<file path="src/rtl/spike_out_pkg.sv">
// Shared helpers for the output spike path: address width and round-robin stepping.
package spike_out_pkg;

    // Width of a column address for n columns (n >= 2).
    function automatic int addr_width(input int n);
        return $clog2(n);
    endfunction

    // Next index in a round-robin ring of n entries.
    function automatic int rr_next(input int idx, input int n);
        return (idx + 1 >= n) ? 0 : idx + 1;
    endfunction

endpackage

</file>
<file path="src/rtl/spike_event_fifo.sv">
// Show-ahead FIFO with registered full/empty flags and simultaneous push/pop,
// including push+pop while full (occupancy stays at DEPTH).
module spike_event_fifo #(
    parameter int DEPTH = 4,
    parameter int WIDTH = 8
) (
    input  logic             clk,
    input  logic             reset,
    input  logic             push,
    input  logic [WIDTH-1:0] push_data,
    input  logic             pop,
    output logic [WIDTH-1:0] rd_data,
    output logic             full,
    output logic             empty
);
    localparam int PTR_W = $clog2(DEPTH);

    logic [WIDTH-1:0] mem [DEPTH];
    logic [PTR_W-1:0] wr_ptr_q, wr_ptr_d;
    logic [PTR_W-1:0] rd_ptr_q, rd_ptr_d;
    logic [PTR_W:0]   count_q, count_d;
    logic             full_q, empty_q;
    logic             do_push, do_pop;

    // Qualify requests: pops need data, pushes need room unless a pop frees a slot.
    always_comb begin
        do_pop   = pop && !empty_q;
        do_push  = push && (!full_q || do_pop);
        wr_ptr_d = do_push ? wr_ptr_q + 1'b1 : wr_ptr_q;
        rd_ptr_d = do_pop  ? rd_ptr_q + 1'b1 : rd_ptr_q;
        count_d  = count_q;
        if (do_push && !do_pop) begin
            count_d = count_q + 1'b1;
        end else if (do_pop && !do_push) begin
            count_d = count_q - 1'b1;
        end
    end

    // Storage write; contents need no reset because empty gates every read.
    always_ff @(posedge clk) begin
        if (do_push) begin
            mem[wr_ptr_q] <= push_data;
        end
    end

    // Pointers, occupancy and registered status flags.
    always_ff @(posedge clk) begin
        if (reset) begin
            wr_ptr_q <= '0;
            rd_ptr_q <= '0;
            count_q  <= '0;
            full_q   <= 1'b0;
            empty_q  <= 1'b1;
        end else begin
            wr_ptr_q <= wr_ptr_d;
            rd_ptr_q <= rd_ptr_d;
            count_q  <= count_d;
            full_q   <= (count_d == (PTR_W+1)'(DEPTH));
            empty_q  <= (count_d == '0);
        end
    end

    assign rd_data = mem[rd_ptr_q];
    assign full    = full_q;
    assign empty   = empty_q;

endmodule

</file>
<file path="src/rtl/spike_out_encoder.sv">
// Captures per-column fire pulses with a timestamp, arbitrates them round-robin
// into an event FIFO and presents {addr, time} on a valid/ready stream.
module spike_out_encoder
    import spike_out_pkg::*;
#(
    parameter int NUM_COLS   = 2,
    parameter int TIME_WIDTH = 16,
    parameter int FIFO_DEPTH = 4,
    parameter int DROP_WIDTH = 8
) (
    input  logic                          clk,
    input  logic                          reset,
    input  logic [NUM_COLS-1:0]           neuron_spike,
    output logic                          out_valid,
    input  logic                          out_ready,
    output logic [addr_width(NUM_COLS)-1:0] out_addr,
    output logic [TIME_WIDTH-1:0]         out_time,
    output logic [DROP_WIDTH-1:0]         drop_count,
    output logic                          fifo_full
);
    localparam int ADDR_W = addr_width(NUM_COLS);
    localparam int SUM_W  = DROP_WIDTH + $clog2(NUM_COLS + 1);

    typedef struct packed {
        logic [ADDR_W-1:0]     addr;
        logic [TIME_WIDTH-1:0] ts;
    } spike_event_t;

    logic [TIME_WIDTH-1:0] time_q;
    logic [NUM_COLS-1:0]   pending_q, pending_d;
    logic [TIME_WIDTH-1:0] ts_q [NUM_COLS];
    logic [TIME_WIDTH-1:0] ts_d [NUM_COLS];
    logic [NUM_COLS-1:0]   drop_vec;
    logic [ADDR_W-1:0]     rr_q;
    logic [DROP_WIDTH-1:0] drop_q, drop_d;
    logic [ADDR_W-1:0]     grant_idx;
    logic                  grant_any, push, pop;
    logic                  fifo_empty, fifo_full_w;
    spike_event_t          push_evt, head_evt;

    assign pop  = !fifo_empty && out_ready;
    assign push = grant_any && (!fifo_full_w || pop);

    // Round-robin search over pending columns starting at the pointer.
    always_comb begin
        logic [ADDR_W-1:0] scan;
        grant_any = 1'b0;
        grant_idx = '0;
        scan      = rr_q;
        for (int i = 0; i < NUM_COLS; i++) begin
            if (!grant_any && pending_q[scan]) begin
                grant_any = 1'b1;
                grant_idx = scan;
            end
            scan = ADDR_W'(rr_next(int'(scan), NUM_COLS));
        end
    end

    assign push_evt.addr = grant_idx;
    assign push_evt.ts   = ts_q[grant_idx];

    // Per-column capture: a grant frees the slot so a same-cycle re-spike is kept.
    for (genvar gi = 0; gi < NUM_COLS; gi++) begin : g_col
        logic granted;
        assign granted = push && (grant_idx == ADDR_W'(gi));

        // Next pending/timestamp state and drop detection for this column.
        always_comb begin
            pending_d[gi] = pending_q[gi] && !granted;
            ts_d[gi]      = ts_q[gi];
            drop_vec[gi]  = 1'b0;
            if (neuron_spike[gi]) begin
                if (pending_d[gi]) begin
                    drop_vec[gi] = 1'b1;
                end else begin
                    pending_d[gi] = 1'b1;
                    ts_d[gi]      = time_q;
                end
            end
        end

        // Pending flag and timestamp register for this column.
        always_ff @(posedge clk) begin
            if (reset) begin
                pending_q[gi] <= 1'b0;
                ts_q[gi]      <= '0;
            end else begin
                pending_q[gi] <= pending_d[gi];
                ts_q[gi]      <= ts_d[gi];
            end
        end
    end

    // Saturating accumulation of all drops in this cycle.
    always_comb begin
        logic [SUM_W-1:0] total;
        total = SUM_W'(drop_q);
        for (int c = 0; c < NUM_COLS; c++) begin
            total = total + SUM_W'(drop_vec[c]);
        end
        drop_d = (total > SUM_W'({DROP_WIDTH{1'b1}})) ? {DROP_WIDTH{1'b1}}
                                                       : DROP_WIDTH'(total);
    end

    // Free-running timestamp, round-robin pointer and drop counter.
    always_ff @(posedge clk) begin
        if (reset) begin
            time_q <= '0;
            rr_q   <= '0;
            drop_q <= '0;
        end else begin
            time_q <= time_q + 1'b1;
            drop_q <= drop_d;
            if (push) begin
                rr_q <= ADDR_W'(rr_next(int'(grant_idx), NUM_COLS));
            end
        end
    end

    spike_event_fifo #(
        .DEPTH (FIFO_DEPTH),
        .WIDTH ($bits(spike_event_t))
    ) u_fifo (
        .clk       (clk),
        .reset     (reset),
        .push      (push),
        .push_data (push_evt),
        .pop       (pop),
        .rd_data   (head_evt),
        .full      (fifo_full_w),
        .empty     (fifo_empty)
    );

    // Head fields read as zero while nothing is buffered.
    assign out_valid  = !fifo_empty;
    assign out_addr   = fifo_empty ? '0 : head_evt.addr;
    assign out_time   = fifo_empty ? '0 : head_evt.ts;
    assign drop_count = drop_q;
    assign fifo_full  = fifo_full_w;

endmodule

</file>
<file path="config.mk">
export PLATFORM = sky130hd
export DESIGN_NAME = spike_out_encoder
export DESIGN_NICKNAME = d
export VERILOG_FILES = /design/src/rtl/spike_out_pkg.sv /design/src/rtl/spike_event_fifo.sv /design/src/rtl/spike_out_encoder.sv
export SDC_FILE = /design/constraint.sdc
export NUM_CORES = 1
export LEC_CHECK = 0
export CORE_MARGIN = 3
export CORE_UTILIZATION = 45
export CTS_CLUSTER_SIZE = 20
export DETAILED_ROUTE_END_ITERATION = 8
export PLACE_DENSITY = 0.65
export SYNTH_ARGS = -nofsm -noshare
export SYNTH_HDL_FRONTEND = slang
export SYNTH_SLANG_ARGS = --single-unit
export TNS_END_PERCENT = 30
</file>
<file path="constraint.sdc">
create_clock -name clk -period 2.4 [get_ports clk]
set_clock_uncertainty 0.2 [all_clocks]
set_input_delay 0.48 -clock clk [delete_from_list [all_inputs] [get_ports clk]]
set_output_delay 0.48 -clock clk [all_outputs]
set_load 0.1 [all_outputs]
</file>
# Word level (Yosys, flattened, before mapping)
# Memory sizes are Yosys's and may differ from the RTL's. A register that Yosys moved wholly into a read port is not among the register bits.
# Index checks and enable logic that the tools add are counted.
[op_classes]
add_sub_neg = 9
order_cmp = 5
n_eq_ne = 5
n_mux = 34
bitwise = 3
reduce_logical = 23
[ops]
columns = ["cell", "count"]
rows = [
  ["$mux 16", 7],
  ["$mux 1", 22],
  ["$add 16x1->16 const B", 1],
  ["$logic_and 1x1->1", 11],
  ["$add 9x1->10", 1],
  ["$gt 10x8->1 const B", 1],
  ["$add 8x1->9", 1],
  ["$mux 8", 1],
  ["$logic_not 1->1", 7],
  ["$mux 3", 2],
  ["$reduce_and 3->1", 2],
  ["$add 1x1->2 const B", 2],
  ["$add 2x1->2 const B", 2],
  ["$ge 2x2->1 const B", 2],
  ["$lt 1x2->1 const B", 2],
  ["$mux 2", 2],
  ["$ne 2x2->1 const B", 2],
  ["$add 3x1->3 const B", 1],
  ["$eq 3x3->1 const B", 1],
  ["$logic_not 3->1", 1],
  ["$sub 3x1->3 const B", 1],
  ["$logic_or 1x1->1", 2],
  ["$ne 1x1->1 const B", 2],
  ["$or 1x1->1", 2],
  ["$not 1->1", 1],
]
[totals]
reg_bits = 36
ramBits = 100
in_bits = 5
out_inout_bits = 27
word_cells = 91
n_memories = 2
[memory_table]
columns = ["memory", "words", "word_bits", "read_ports", "rd_clocked_by_memory_dff", "wr", "line", "text"]
rows = [
  ["u_fifo.mem", 4, 17, 1, 1, 1, "spike_event_fifo.sv:18", "logic [WIDTH-1:0] mem [DEPTH];"],
  ["ts_q", 2, 16, 1, 0, 2, "spike_out_encoder.sv:31", "logic [TIME_WIDTH-1:0] ts_q [NUM_COLS];"],
]

# Longest topological paths before layout
[logic_depth]
depth_word = 17
ltp_mapped = 11
depth_no_buf = 10

# By module
# A second synthesis with hierarchy kept.
[unflattened]
cells_unflattened = 394
area_unflattened_um2 = 5844.4
[modules_own_cells]
columns = ["module", "instances", "cells_per_inst", "area_per_inst_um2", "seq_area_each_um2"]
rows = [
  ["spike_event_fifo", 1, 148, 3025.4, 2262.2],
  ["spike_out_encoder", 1, 246, 2819.0, 1501.4],
]

# Worst setup path after synthesis
# Ideal clock, no wire load.
[synth_timing]
path_type = "flip-flop to output port"
startpoint = "register u_fifo.empty_q, in the netlist u_fifo.empty"
endpoint = "output out_time[10]"
t_arrival_ps = 2349
required_time_ps = 1720
path_slack_ps = -629
path_stages_with_launch = 4
n_path_buf = 1
path_cell_list = "dfxtp_1 > inv_1 > clkbuf_1 > and2_1"
[synth_via]
elab_chain_cells = 1
[synth_rtl]
columns = ["item", "line", "text"]
rows = [
  ["start, declared", "spike_event_fifo.sv:22", "logic full_q, empty_q;"],
  ["start signal, assigned", "spike_event_fifo.sv:59", "empty_q <= (count_d == '0);"],
  ["$mux 16", "spike_out_encoder.sv:137", "assign out_time = fifo_empty ? '0 : head_evt.ts;"],
  ["end, declared", "spike_out_encoder.sv:17", "output logic [TIME_WIDTH-1:0] out_time,"],
]
# Every way passes these cells.

==> results.cfg <==
[setup_path]
path_class = flip-flop to output port
endpoint_kind = output port
cp_cell_sequence = buf_16 -> mux4_2 -> and2_4 -> buf_12
cp_slowest_cell = mux4_2
arrival_ns = 1.83
critPathMaxFanout = 8
max_stage_delay_ns = 0.50
critPathTopFamily = multiplexers
cp_num_buf_inv = 2
startpoint_type = flip-flop
required_ns = 1.72

[drt]
first_iter_violations = 175
vias_per_cell = 4.972
wl_um = 9692
drc = 0
first_pass_iters = 4
vias = 3162
wire_per_inst_um = 15.24
ant_nets = 0

[synthesis]
synth.distinct_cells = 48
synth_top_area_share_pct = 52.36
syn_area_um2 = 5736
syn_avg_cell_area_um2 = 14.86
async_flop_share_pct = 0
syn_inst = 386
syn-num-nets = 400
yosysMostFrequentCell = edfxtp_1
netlist_top_cells_area = edfxtp_1 52%, dfxtp_1 13%, mux4_2 6.7%
synthTopCellsByCount = 100 x edfxtp_1, 53 x and2_1, 38 x dfxtp_1
synth_edf_count = 100
ys_ff_latch = 138
ys_warn_count = 0
ys.flop_type = edfxtp_1
synth_seq_area_share_pct = 65.62
synth.largest_area_cell = edfxtp_1

[pwr]
peakVddDrop_mv = 0.4832
p_per_area_nw_per_um2 = 992.2
power_mw = 7.261
p_leak_nw = 2.710

[min_path]
holdCritPathClass = flip-flop to flip-flop

[timing]
slew_headroom_pct = 70.33
worst_slack_ns = -0.1124
post-route-min-period_ns = 2.512
rsz0062_at_grt = true
slew_viol_final = 0
hold_viol = 0
tightest_slew_ns = 0.4435
fin_crit_sh_pct = 104.7
tns_ns = -1.680
fmax_ghz = 0.3980
setup_viol = 17

[clock_network]
cts.sinks = 138
cts_max_path_buffers = 2
htree_levels = 4
cts_tree = built
cts_root_buf = clkbuf_16
clkLatencyLatePin_ns = 0.42
clk_pin_slew_ns = 0.06
cts_made_buffers = 17

[placed_design]
dp_hpwl_um = 6130
io_buffers = 31
gp_congestion = 0.7187

[die]
num_rows = 40
die_w_um = 118.9
die-height_um = 118.9
start_util_pct = 46.97
dieArea_um2 = 14140
core_um2 = 12210
pin_count = 32

[global_routing]
grt_pass1_wl_um = 15860
antenna_found_initial = 0
overflow = 0
grt_max_degree = 19
track_usage_pct = 14.55
grt_pass1_vias = 3141

[layout]
fin_nets = 469
syn_to_final_growth_pct = 27.60
antennaDiodeCount = 0
fin_util_pct = 59.93
drive_gt1_share_pct = 33.33

[status]
violations = negative setup slack
status = finished with violations

[job]
drv_cap = 0
-- power by group --
part	total (mW)	switching, mW	internal, mW	leakage [nW]
combinational	2.03	1.18	0.848	1.14
clock	2.40	0.902	1.49	0.267
sequential	2.83	0.0846	2.75	1.30
total	7.26	2.17	5.09	2.71
-- final timing paths --
| path | startpoint | to | slack (ns) | depth (start not counted) |
|---|---|---|---|---|
| worst max-delay path | flip-flop | out_addr | -0.11 | 4 |
| worst min-delay path | time_q[0]$_SDFF_PP0_ | time_q[0]$_SDFF_PP0_ | 0.30 | 1 |
| worst max register to register | rr_q$_SDFFE_PP0N_ | drop_count[6]$_SDFF_PP0_ | 0.32 | 11 |
| worst min register to register | time_q[0]$_SDFF_PP0_ | time_q[0]$_SDFF_PP0_ | 0.30 | 1 |
-- logic make-up after synthesis --
family                   share of synthesized area (%)
buffers and inverters                            2.399
adder cells (fa/ha/maj)                          2.094
AO/OA/AOI/OAI                                    3.425
AND/OR/NAND/NOR                                  13.02
multiplexers                                     10.54
XOR/XNOR                                         2.901
flip-flops                                       65.62
-- placed cells by master (no fill, tap or decap), drive strengths merged --
| master | count |
|---|---|
| a32oi | 1 |
| o21ba | 1 |
| dfxtp | 38 |
| a21oi | 12 |
| clkinvlp | 3 |
| a31oi | 2 |
| clkdlybuf4s50 | 4 |
| fa | 1 |
| buf | 59 |
| bufinv | 1 |
| nand3 | 10 |
| inv | 12 |
| nor4 | 1 |
| nand4 | 4 |
| nand2b | 3 |
| or3 | 1 |
| mux2 | 17 |
| nand2 | 13 |
| ha | 8 |
| mux2i | 3 |
| clkinv | 5 |
| a21o | 3 |
| or2 | 1 |
| edfxtp | 100 |
| nor4b | 2 |
| a211oi | 4 |
| nor2b | 4 |
| o31a | 1 |
| and3 | 3 |
| xnor2 | 10 |
| xor2 | 9 |
| o21a | 1 |
| and4 | 4 |
| mux4 | 17 |
| nor2 | 27 |
| clkbuf | 24 |
| nor3 | 3 |
| and2 | 53 |
| o21ai | 3 |
-- repair_timing --
action                                 in CTS  in global routing
resized for setup                          19                  8
cloned                                      2                  0
setup buffers                               0                  3
pin swaps                                   0                  3
endpoints found under the hold margin       0                  0
setup endpoints to repair                  24                 26
hold buffers                                0                  0
-- area by class of cell --
| type | instances | area, um^2 |
|---|---|---|
| clock buffer | 24 | 481.7 |
| clock inverter | 8 | 68.82 |
| fill | 941 | 4893 |
| inverter | 13 | 52.55 |
| multi-input combinational | 222 | 1901 |
| sequential | 138 | 3769 |
| tap | 168 | 210.2 |
| timing repair buffer | 63 | 835.8 |
-- sequential cells by signal, summed over array words and instances (netlist names), named ones only --
name,cells
rr_q,1
u_fifo.mem,68
u_fifo.count_q,3
u_fifo.empty,1
drop_count,8
pending_q,2
time_q,16
u_fifo.wr_ptr_q,2
u_fifo.rd_ptr_q,2
ts_q,32
u_fifo.full,1
-- per-stage QoR --
step	setup slack, ns	std cells	hold slack (ns)	area [um^2]
after detailed placement	-0.5600	599	0.2820	6623
final	-0.1124	636	0.2970	7318
after global routing	-0.1655	636	0.3396	7318
after CTS	-0.1401	633	0.2956	7267
after global placement	-0.4752	599	0.2650	6623
after floorplan	-0.1359	386	0.2442	5744
-- layer usage --
metal  global-route usage [%]  part of all wire [%]  vias to the layer above
met5                        0                     0                        -
met4                    6.083                   1.2                        0
met3                    4.179                   3.5                        9
met2                    24.37                    51                       60
met1                    17.69                    44                     1551
li1                         -                     -                     1542
No activity file was read; power rests on OpenSTA's default activity.
